==> src/rtl/pipeline_hazard_ctrl_pkg.sv <==
// Shared pipeline definitions: controller state encoding, NOP encoding, x0 index.
// Latency: n/a (types and constants only).
// Backpressure: n/a.
package pipeline_pkg;

   typedef enum logic [1:0] {
      RUN        = 2'd0,
      LOAD_STALL = 2'd1,
      HALT       = 2'd2
   } state_t;

   // addi x0, x0, 0 -- what a flushed pipeline register carries
   localparam logic [31:0] NOP_INSTR = 32'h0000_0013;
   localparam logic [4:0]  REG_ZERO  = 5'd0;

   // A source operand conflicts with rd only if the instruction actually reads it
   function automatic logic src_match(input logic use_src,
                                      input logic [4:0] src,
                                      input logic [4:0] rd);
      return use_src && (src == rd);
   endfunction

endpackage

==> src/rtl/pipeline_hazard_ctrl_if.sv <==
// Hazard-control bundle between pipeline datapath (master) and the sequencer (slave).
// Latency: n/a (wires only).
// Backpressure: dmem_busy freezes the pipeline through the enables carried here.
interface pipeline_hazard_ctrl_if #(
   parameter int CNT_W = 32
);
   logic [4:0]       rs1_ID;
   logic [4:0]       rs2_ID;
   logic             use_rs1_ID;
   logic             use_rs2_ID;
   logic [4:0]       rd_EX;
   logic             mem_read_EX;
   logic             branch_taken_EX;
   logic             halt_EX;
   logic             dmem_busy;
   logic             pc_en;
   logic             if_id_en;
   logic             if_id_flush;
   logic             id_ex_en;
   logic             id_ex_flush;
   logic             ex_mem_en;
   logic             nop_EX;
   logic             halted;
   logic [CNT_W-1:0] stall_cycles;
   logic [CNT_W-1:0] flush_count;

   modport slave (
      input  rs1_ID, rs2_ID, use_rs1_ID, use_rs2_ID, rd_EX, mem_read_EX,
             branch_taken_EX, halt_EX, dmem_busy,
      output pc_en, if_id_en, if_id_flush, id_ex_en, id_ex_flush, ex_mem_en,
             nop_EX, halted, stall_cycles, flush_count
   );

   modport master (
      output rs1_ID, rs2_ID, use_rs1_ID, use_rs2_ID, rd_EX, mem_read_EX,
             branch_taken_EX, halt_EX, dmem_busy,
      input  pc_en, if_id_en, if_id_flush, id_ex_en, id_ex_flush, ex_mem_en,
             nop_EX, halted, stall_cycles, flush_count
   );

endinterface

==> src/rtl/pipeline_hazard_ctrl_sat_counter.sv <==
// Saturating up-counter with synchronous clear; sticks at all-ones.
// Latency: count reflects inc one cycle later.
// Backpressure: none; inc is ignored once saturated.
module sat_counter #(
   parameter int W = 32
) (
   input  logic         clk,
   input  logic         clr,
   input  logic         inc,
   output logic [W-1:0] count
);

   logic [W-1:0] r_count;

   // Clear has priority; increments stop at the all-ones value
   always_ff @(posedge clk) begin
      if (clr) begin
         r_count <= '0;
      end else if (inc && (r_count != {W{1'b1}})) begin
         r_count <= r_count + 1'b1;
      end
   end

   assign count = r_count;

endmodule

==> src/rtl/pipeline_hazard_ctrl.sv <==
// Stall/flush sequencer for the 5-stage RV32 pipeline (load-use, branch, dmem freeze, halt).
// Latency: enables/flushes combinational in the hazard cycle; nop_EX, halted, counters registered.
// Backpressure: dmem_busy drops every enable and holds all controller state.
module pipeline_hazard_ctrl
   import pipeline_pkg::*;
#(
   parameter int LOAD_STALL_CYCLES = 2,
   parameter int CNT_W             = 32
) (
   input  logic                  clk,
   input  logic                  rst,
   pipeline_hazard_ctrl_if.slave hz
);

   // Bubbles still owed after the first one, which is issued from RUN
   localparam logic [2:0] STALL_RELOAD = 3'(LOAD_STALL_CYCLES - 1);

   state_t     r_state;
   state_t     w_state_nxt;
   logic [2:0] r_cnt;
   logic [2:0] w_cnt_nxt;
   logic       r_nop_ex;
   logic       r_halted;

   logic       w_qual;
   logic       w_lu;
   logic       w_stall_inc;
   logic       w_flush_inc;
   logic       w_pc_en;
   logic       w_if_id_en;
   logic       w_if_id_flush;
   logic       w_id_ex_en;
   logic       w_id_ex_flush;
   logic       w_ex_mem_en;

   // A bubble in EX must never trigger a branch, halt or load-use action
   assign w_qual = !r_nop_ex;
   assign w_lu   = w_qual && hz.mem_read_EX && (hz.rd_EX != REG_ZERO) &&
                   (src_match(hz.use_rs1_ID, hz.rs1_ID, hz.rd_EX) ||
                    src_match(hz.use_rs2_ID, hz.rs2_ID, hz.rd_EX));

   // Prioritised hazard resolution: reset, freeze, halt, branch, load-use
   always_comb begin
      w_state_nxt   = r_state;
      w_cnt_nxt     = r_cnt;
      w_stall_inc   = 1'b0;
      w_flush_inc   = 1'b0;
      w_pc_en       = 1'b1;
      w_if_id_en    = 1'b1;
      w_if_id_flush = 1'b0;
      w_id_ex_en    = 1'b1;
      w_id_ex_flush = 1'b0;
      w_ex_mem_en   = 1'b1;

      if (rst) begin
         // Clock NOPs into every stage while reset is held
         w_if_id_flush = 1'b1;
         w_id_ex_flush = 1'b1;
      end else if (hz.dmem_busy) begin
         w_pc_en     = 1'b0;
         w_if_id_en  = 1'b0;
         w_id_ex_en  = 1'b0;
         w_ex_mem_en = 1'b0;
         w_stall_inc = (r_state != HALT);
      end else begin
         unique case (r_state)
            RUN: begin
               if (w_qual && hz.halt_EX) begin
                  w_pc_en       = 1'b0;
                  w_if_id_flush = 1'b1;
                  w_id_ex_flush = 1'b1;
                  w_state_nxt   = HALT;
               end else if (w_qual && hz.branch_taken_EX) begin
                  // ID holds a wrong-path instruction, so this wins over load-use
                  w_if_id_flush = 1'b1;
                  w_id_ex_flush = 1'b1;
                  w_flush_inc   = 1'b1;
               end else if (w_lu) begin
                  w_pc_en       = 1'b0;
                  w_if_id_en    = 1'b0;
                  w_id_ex_flush = 1'b1;
                  w_stall_inc   = 1'b1;
                  if (LOAD_STALL_CYCLES > 1) begin
                     w_cnt_nxt   = STALL_RELOAD;
                     w_state_nxt = LOAD_STALL;
                  end
               end
            end
            LOAD_STALL: begin
               // EX holds a bubble here, so no fresh load-use can arise
               w_pc_en       = 1'b0;
               w_if_id_en    = 1'b0;
               w_id_ex_flush = 1'b1;
               w_stall_inc   = 1'b1;
               w_cnt_nxt     = r_cnt - 3'd1;
               if (r_cnt == 3'd1) begin
                  w_state_nxt = RUN;
               end
            end
            HALT: begin
               w_pc_en       = 1'b0;
               w_if_id_flush = 1'b1;
               w_id_ex_flush = 1'b1;
            end
            default: begin
               w_state_nxt = RUN;
            end
         endcase
      end
   end

   // Controller state; nop_EX tracks what ID/EX actually captured
   always_ff @(posedge clk) begin
      if (rst) begin
         r_state  <= RUN;
         r_cnt    <= 3'd0;
         r_nop_ex <= 1'b1;
         r_halted <= 1'b0;
      end else begin
         r_state  <= w_state_nxt;
         r_cnt    <= w_cnt_nxt;
         r_halted <= (w_state_nxt == HALT);
         if (w_id_ex_en) begin
            r_nop_ex <= w_id_ex_flush;
         end
      end
   end

   sat_counter #(.W(CNT_W)) u_stall_cnt (
      .clk   (clk),
      .clr   (rst),
      .inc   (w_stall_inc),
      .count (hz.stall_cycles)
   );

   sat_counter #(.W(CNT_W)) u_flush_cnt (
      .clk   (clk),
      .clr   (rst),
      .inc   (w_flush_inc),
      .count (hz.flush_count)
   );

   assign hz.pc_en       = w_pc_en;
   assign hz.if_id_en    = w_if_id_en;
   assign hz.if_id_flush = w_if_id_flush;
   assign hz.id_ex_en    = w_id_ex_en;
   assign hz.id_ex_flush = w_id_ex_flush;
   assign hz.ex_mem_en   = w_ex_mem_en;
   assign hz.nop_EX      = r_nop_ex;
   assign hz.halted      = r_halted;

endmodule

==> src/flat_wrapper.sv <==
// flat-port wrapper written by rule: the top's interface ports become plain ports
module pipeline_hazard_ctrl_flat import pipeline_pkg::*;
#(
   parameter int LOAD_STALL_CYCLES = 2,
   parameter int CNT_W             = 32
)
  (clk, rst, hz_rs1_ID, hz_rs2_ID, hz_use_rs1_ID, hz_use_rs2_ID, hz_rd_EX, hz_mem_read_EX, hz_branch_taken_EX, hz_halt_EX, hz_dmem_busy, hz_pc_en, hz_if_id_en, hz_if_id_flush, hz_id_ex_en, hz_id_ex_flush, hz_ex_mem_en, hz_nop_EX, hz_halted, hz_stall_cycles, hz_flush_count);
  pipeline_hazard_ctrl_if #(.CNT_W(CNT_W)) hz_i ();
  input  logic clk;
  input  logic rst;
  input wire logic [$bits(hz_i.rs1_ID)-1:0] hz_rs1_ID;
  input wire logic [$bits(hz_i.rs2_ID)-1:0] hz_rs2_ID;
  input wire logic [$bits(hz_i.use_rs1_ID)-1:0] hz_use_rs1_ID;
  input wire logic [$bits(hz_i.use_rs2_ID)-1:0] hz_use_rs2_ID;
  input wire logic [$bits(hz_i.rd_EX)-1:0] hz_rd_EX;
  input wire logic [$bits(hz_i.mem_read_EX)-1:0] hz_mem_read_EX;
  input wire logic [$bits(hz_i.branch_taken_EX)-1:0] hz_branch_taken_EX;
  input wire logic [$bits(hz_i.halt_EX)-1:0] hz_halt_EX;
  input wire logic [$bits(hz_i.dmem_busy)-1:0] hz_dmem_busy;
  output wire logic [$bits(hz_i.pc_en)-1:0] hz_pc_en;
  output wire logic [$bits(hz_i.if_id_en)-1:0] hz_if_id_en;
  output wire logic [$bits(hz_i.if_id_flush)-1:0] hz_if_id_flush;
  output wire logic [$bits(hz_i.id_ex_en)-1:0] hz_id_ex_en;
  output wire logic [$bits(hz_i.id_ex_flush)-1:0] hz_id_ex_flush;
  output wire logic [$bits(hz_i.ex_mem_en)-1:0] hz_ex_mem_en;
  output wire logic [$bits(hz_i.nop_EX)-1:0] hz_nop_EX;
  output wire logic [$bits(hz_i.halted)-1:0] hz_halted;
  output wire logic [$bits(hz_i.stall_cycles)-1:0] hz_stall_cycles;
  output wire logic [$bits(hz_i.flush_count)-1:0] hz_flush_count;
  assign hz_i.rs1_ID = hz_rs1_ID;
  assign hz_i.rs2_ID = hz_rs2_ID;
  assign hz_i.use_rs1_ID = hz_use_rs1_ID;
  assign hz_i.use_rs2_ID = hz_use_rs2_ID;
  assign hz_i.rd_EX = hz_rd_EX;
  assign hz_i.mem_read_EX = hz_mem_read_EX;
  assign hz_i.branch_taken_EX = hz_branch_taken_EX;
  assign hz_i.halt_EX = hz_halt_EX;
  assign hz_i.dmem_busy = hz_dmem_busy;
  assign hz_pc_en = hz_i.pc_en;
  assign hz_if_id_en = hz_i.if_id_en;
  assign hz_if_id_flush = hz_i.if_id_flush;
  assign hz_id_ex_en = hz_i.id_ex_en;
  assign hz_id_ex_flush = hz_i.id_ex_flush;
  assign hz_ex_mem_en = hz_i.ex_mem_en;
  assign hz_nop_EX = hz_i.nop_EX;
  assign hz_halted = hz_i.halted;
  assign hz_stall_cycles = hz_i.stall_cycles;
  assign hz_flush_count = hz_i.flush_count;
  pipeline_hazard_ctrl #(.LOAD_STALL_CYCLES(LOAD_STALL_CYCLES), .CNT_W(CNT_W)) u_core (.clk(clk), .rst(rst), .hz(hz_i));
endmodule
==> config.mk <==
export PLATFORM = sky130hd
export DESIGN_NAME = pipeline_hazard_ctrl_flat
export DESIGN_NICKNAME = d
export VERILOG_FILES = /design/src/rtl/pipeline_hazard_ctrl_pkg.sv /design/src/rtl/pipeline_hazard_ctrl_if.sv /design/src/rtl/pipeline_hazard_ctrl_sat_counter.sv /design/src/rtl/pipeline_hazard_ctrl.sv /design/src/flat_wrapper.sv
export SDC_FILE = /design/constraint.sdc
export NUM_CORES = 1
export LEC_CHECK = 0
export BUFFER_PORTS_ARGS = -buffer_cell sky130_fd_sc_hd__buf_2
export CAP_MARGIN = 20
export CORE_AREA = 2 2 90 92
export DETAILED_ROUTE_END_ITERATION = 8
export DIE_AREA = 0 0 92 94
export GPL_ROUTABILITY_DRIVEN = 1
export PLACE_DENSITY_LB_ADDON = 0.05
export SLEW_MARGIN = 20
export SYNTH_ARGS = -nofsm -noshare
export SYNTH_HDL_FRONTEND = slang
export SYNTH_SLANG_ARGS = --single-unit
==> constraint.sdc <==
create_clock -name clk -period 2.5 [get_ports clk]
set_input_delay 0.25 -clock clk [delete_from_list [all_inputs] [get_ports clk]]
set_output_delay 0.25 -clock clk [all_outputs]
set_load 0.01 [all_outputs]
* After elaboration in Yosys (flattened, before gate mapping)
Index checks and enable logic that the tools add are counted. W data, S select, Z words.
Operators by class: multiply operators 0, div/mod/pow operators 0, bitwise gates (word level) 1, reductions and logical operators 16, equality and inequality tests 12, $lt $le $gt $ge 0, $add $sub $neg 3, mux-type cells 43, shifts and indexed selects 0
Operators by type and width (number):
- $add A32 B1 Y32 const B | 2
- $ne A32 B32 Y1 const B | 2
- $mux W1 | 27
- $mux W2 | 6
- $eq A5 B5 Y1 | 2
- $pmux W1 S2 | 5
- $logic_and A1 B1 Y1 | 9
- $mux W3 | 3
- $ne A2 B2 Y1 const B | 3
- $pmux W2 S3 | 1
- $pmux W3 S2 | 1
- $reduce_and A5 Y1 | 1
- $reduce_bool A5 Y1 | 1
- $eq A2 B2 Y1 const B | 2
- $eq A3 B1 Y1 const B | 1
- $sub A3 B1 Y3 const B | 1
- $eq A2 B1 Y1 const B | 1
- $logic_not A2 Y1 | 1
- $ne A2 B1 Y1 const B | 1
- $reduce_bool A2 Y1 | 1
- $reduce_or A2 Y1 | 1
- $logic_not A1 Y1 | 1
- $logic_or A1 B1 Y1 | 1
- $not A1 Y1 | 1
Word-level totals: memory bits (read-only) 0, bits in writable memories 0, memories kept 0, flip-flop bits (word level) 71, bits in latches 0, output and inout bits 72

* Depth between registers and ports, before layout
depth in word-level cells 11, depth in mapped cells 9

* By module
A second synthesis with hierarchy kept.
Second synthesis, totals: cells, all modules 485, area total of the unflattened synthesis 4093.9 um^2
Modules (own cells, without submodules):
- sat_counter at u_core.u_flush_cnt | cells each 199, seq. area each 640.6 um^2, area an instance 1674.1 um^2, times used 1
- sat_counter at u_core.u_stall_cnt | cells each 187, seq. area each 640.6 um^2, area an instance 1606.5 um^2, times used 1
- pipeline_hazard_ctrl | cells each 99, seq. area each 140.1 um^2, area an instance 813.3 um^2, times used 1

* Least setup slack after synthesis
Ideal clock, no wire load.
kind flip-flop to flip-flop, start point reg u_core.u_flush_cnt.r_count[6] (netlist: u_core.u_flush_cnt.count[6]), end point reg u_core.u_flush_cnt.r_count[7] (netlist: u_core.u_flush_cnt.count[7]), data arrival time 2.033 ns, setup time 0.128 ns, data required time 2.372 ns, path slack 0.339 ns, cell stages (with the launch flop) 9, path through dfxtp_1 nand4_2 or3_1 buf_6 or4_4 buf_6 nand4_1 xor2_1 nor2_1
Between the ends: longest elaborated chain between the ends 2
RTL lines:
- start: declaration | line pipeline_hazard_ctrl_sat_counter.sv:13 | logic [W-1:0] r_count;
- start signal: assignment | line pipeline_hazard_ctrl_sat_counter.sv:20 | r_count <= r_count + 1'b1;
- parallel branches: the longest is 2 deep, another holds $add A32 B1 Y32
Several ways; the timed one is not identified. A chain may end at the register's enable or synchronous reset.

* Final worst setup path
start point reg u_core.r_state[1], end point out hz_if_id_en
Between the ends: longest elaborated chain between the ends 4
RTL lines:
- start: declaration | line pipeline_hazard_ctrl.sv:18 | state_t r_state;
- start signal: assignment | line pipeline_hazard_ctrl.sv:120 | r_state <= w_state_nxt;
- $eq A2 B1 Y1 or $logic_not A2 Y1 (tied branches) | line pipeline_hazard_ctrl.sv:66 | unique case (r_state)
- $pmux W1 S2 * | line pipeline_hazard_ctrl.sv:66
- $mux W1 * | line pipeline_hazard_ctrl.sv:59 | end else if (hz.dmem_busy) begin
- $mux W1 * | line pipeline_hazard_ctrl.sv:55 | if (rst) begin
- end: declaration | line flat_wrapper.sv:21 | output wire logic [$bits(hz_i.if_id_en)-1:0] hz_if_id_en;
Every way passes the cells marked *; elsewhere a longest branch is shown, timed or not.

==> results by group <==
Critical path
  • Req. time, crit path: 2.25 ns
  • Crit-path slowest cell: dfxtp_1
  • CP bufs+invs: 3
  • Critical path's top delay family: buffers and inverters
  • Worst Path Max Fanout: 7
  • CP Class: reg2out
  • Worst Setup Start Kind: flip-flop
  • Worst path max stage delay: 0.36 ns
  • CP arrival: just over 2 ns
  • CP Cell Sequence: inv_1 -> ha_1 -> nand2_1 -> nor3b_2 -> buf_4 -> a22oi_1 -> a21o_1 -> buf_2
  • Critical Path Sink Type: output port

Clock tree
  • CTS tree: done
  • Hold_buf cts: 0
  • Post-CTS setup buffer count: 0
  • CTS Sinks: 71
  • Skew-Pair Late Insertion Delay: 0.34 ns
  • CTS Buf Count: 9
  • Root Driver: clkbuf_8
  • Clk buf depth: 2
  • Clk slew on worst S/H paths: about 0.07 ns
  • Post-CTS resize count: 0
  • H-tree Lvls: 3

Routing
  • Metal3 WL: 525 um
  • # DRC: 0
  • Initial DRC count: 182
  • Routed wl met2: 4430 um
  • Vias: ~3,900
  • Post-route ant nets: 0
  • Metal-1 WL: 4520 um
  • WL final: 9530 um
  • Vias/cell: 5.58
  • Top Metal Used: met4
  • Average wire per standard cell: 13.8 um
  • Pre-antenna DRT Iters: 4

Job
  • Maxcap violations: 0

Timing
  • TNS Setup: 0 ns
  • Number of hold violations in the final report: 0
  • WHS: 0.318 ns
  • Worst Skew: roughly 0.016 ns
  • Achievable Freq: 433 MHz
  • Final worst slack: about 0.19 ns
  • Period utilization: 92.4%
  • Setup Viol. Count Final: 0
  • RSZ-0062 raised after global routing: false
  • Max-slew headroom: 64.1%
  • Final min period: 2.31 ns
  • Final slew viol count: 0
  • Worst-Margin Slew: between 0.5 and 0.6 ns

Finish
  • Design area: 4730 um2
  • Diodes inserted: 0
  • Share of post-route cells with drive strength above 1: between 20% and 30%
  • Nets: 617
  • Fin util: just over 60%
  • Post-Layout Cell Count: 692
  • Layout area overhead: 17.9%

Power and ir drop
  • P per Cell Area: about 450 nW/um2
  • NetSw: 0.539 mW
  • Clock power share: 37.2%
  • P_int: 1.57 mW
  • Worst VDD drop: ~0.26 mV
  • Leakage: 1.91 nW
  • Comb power frac: 8.5%
  • Sw frac: 25.5%
  • Power consumption: 2.11 mW
  • Sequential share of power: between 50% and 60%

Die
  • Die area: 8650 um2
  • Core Region: 7610 um2
  • Cell row count: 32
  • Die Width: 92 um
  • Height of the die: 94 um
  • Initial Util: 52.8%
  • # IOs: 95

Logic synthesis
  • Count leader, synth: dfxtp_1
  • Post-synth top flop: dfxtp_1
  • Synth warnings: 0
  • Synth area leader: dfxtp_1
  • Avg Cell Area, Syn: 8.09 um2
  • Top cell type's share of synthesized area: 35.4%
  • Cell count after synthesis: 496
  • EDFF count, synth: 0
  • Syn Nets: 528
  • Distinct cells, synth: 50
  • Synth cell count leaders: dfxtp_1 (71), nor2_1 (46), nand4_1 (32)
  • Post-synthesis sequential area ratio: 35.4%
  • Async S/R FF share, synth: 0%
  • Netlist Area Pre-Place: between 4000 and 5000 um2
  • Synth Register Bits: 71
  • Top cells by area, synth: dfxtp_1 (35%), nand4_1 (5.0%), xnor2_1 (4.6%)

Placement
  • DP Worst Slack: roughly 0.26 ns
  • IO buf count: between 90 and 100
  • Gpl congestion: roughly 0.8
  • Area after DPL: 4570 um2
  • Hpwl dp: 6980 um
  • Cells after DPL: around 680

GRT
  • Vias in the first global route: 3,542
  • Antenna violations before repair: 0
  • Congestion Overflow GR: 0
  • GRT Total Usage: 22.6%
  • First-pass GRT wire length: 16,200 um
  • Largest net degree at the start of global routing: between 50 and 60

Status
  • Status: complete, no violations

Hold path
  • HP Class: in2reg
[path summary, 6_finish.rpt]
check | to | start | cells past startpoint | slack [ns]
min | u_core.hz.nop_EX | hz_dmem_busy | 2 | 0.32
min reg2reg | u_core.r_cnt[2] | u_core.r_cnt[2] | 2 | 0.48
max | hz_if_id_en | u_core.r_state[1] | 8 | 0.19
max reg2reg | u_core.u_stall_cnt.count[10] | u_core.r_state[1] | 8 | 0.25
[kinds of logic after synthesis]
kind of cell | after synthesis | synth area share (%)
fa+ha+maj | 9 | 2.80
buf+inv | 43 | 4.77
simple gates | 251 | 34.9
flops | 71 | 35.4
compound gates | 73 | 10.9
xor+xnor | 39 | 8.51
mux | 10 | 2.71
[worst register-to-register path, delay by kind of cell, from the launching register on]
kind                     cells  cell delay (ns)
buffers and inverters        2             0.37
AO/OA/AOI/OAI                2             0.24
adder cells (fa/ha/maj)      1             0.30
flip-flops                   1             0.36
AND/OR/NAND/NOR              3             0.92
[power groups by stage]
| stage | registers [mW] | clock network (mW) | logic, mW |
|---|---|---|---|
| 3_5_place_dp | 1.17 | 0 | 0.181 |
| 6_report | 1.15 | 0.786 | 0.179 |
| 3_3_place_gp | 1.17 | 0 | 0.177 |
| 2_1_floorplan | 1.18 | 0 | 0.114 |
| 5_1_grt | 1.15 | 0.867 | 0.200 |
| 4_1_cts | 1.15 | 0.812 | 0.181 |
[routing by layer]
layer / vias to the layer above / GRT usage [%]
li1: 1963 / -
met1: 1788 / 30.3
met2: 108 / 37.1
met3: 5 / 4.09
met4: 0 / 7.21
met5: - / 0
[layout make-up]
cell class / instances / area [um2]
Tap cell: 102 / 128
Timing Repair Buffer: 106 / 561
Sequential cell: 71 / 1420
Multi-Input combinational cell: 382 / 2400
Clock inverter: 5 / 35.0
Clock buffer: 11 / 131
Fill cell: 706 / 2870
Inverter: 15 / 56.3
[placed cells by master (no fill, tap or decap), types with 2 or more instances in the layout]
cell,netlist,final
inv_1,15,15
xor2_1,18,18
nor2_1,46,46
clkbuf_8,0,9
clkinv_2,0,2
and2_1,11,11
mux2i_1,3,3
nor3_1,19,19
dfxtp_1,71,71
mux2_2,7,7
a21o_1,2,2
nor2b_1,9,9
ha_1,9,9
nand4_1,32,32
o31ai_1,9,9
buf_2,3,94
a311oi_1,2,2
and4_1,6,6
a21oi_1,27,27
nand3_1,24,24
or4_1,8,8
or3_1,21,21
xnor2_1,21,21
buf_4,1,12
nand2b_1,8,8
o21ai_0,23,23
clkbuf_1,21,2
clkinv_4,0,2
nand2_1,31,31
and3_1,17,17
nor4_1,8,8
[flip-flops by register name, indices dropped and copies added (netlist names)]
name                      count
u_core.hz.halted              1
u_core.r_cnt                  3
u_core.u_flush_cnt.count     32
u_core.r_state                2
u_core.u_stall_cnt.count     32
u_core.hz.nop_EX              1
Note: power is estimated with default switching activity, not from simulation.
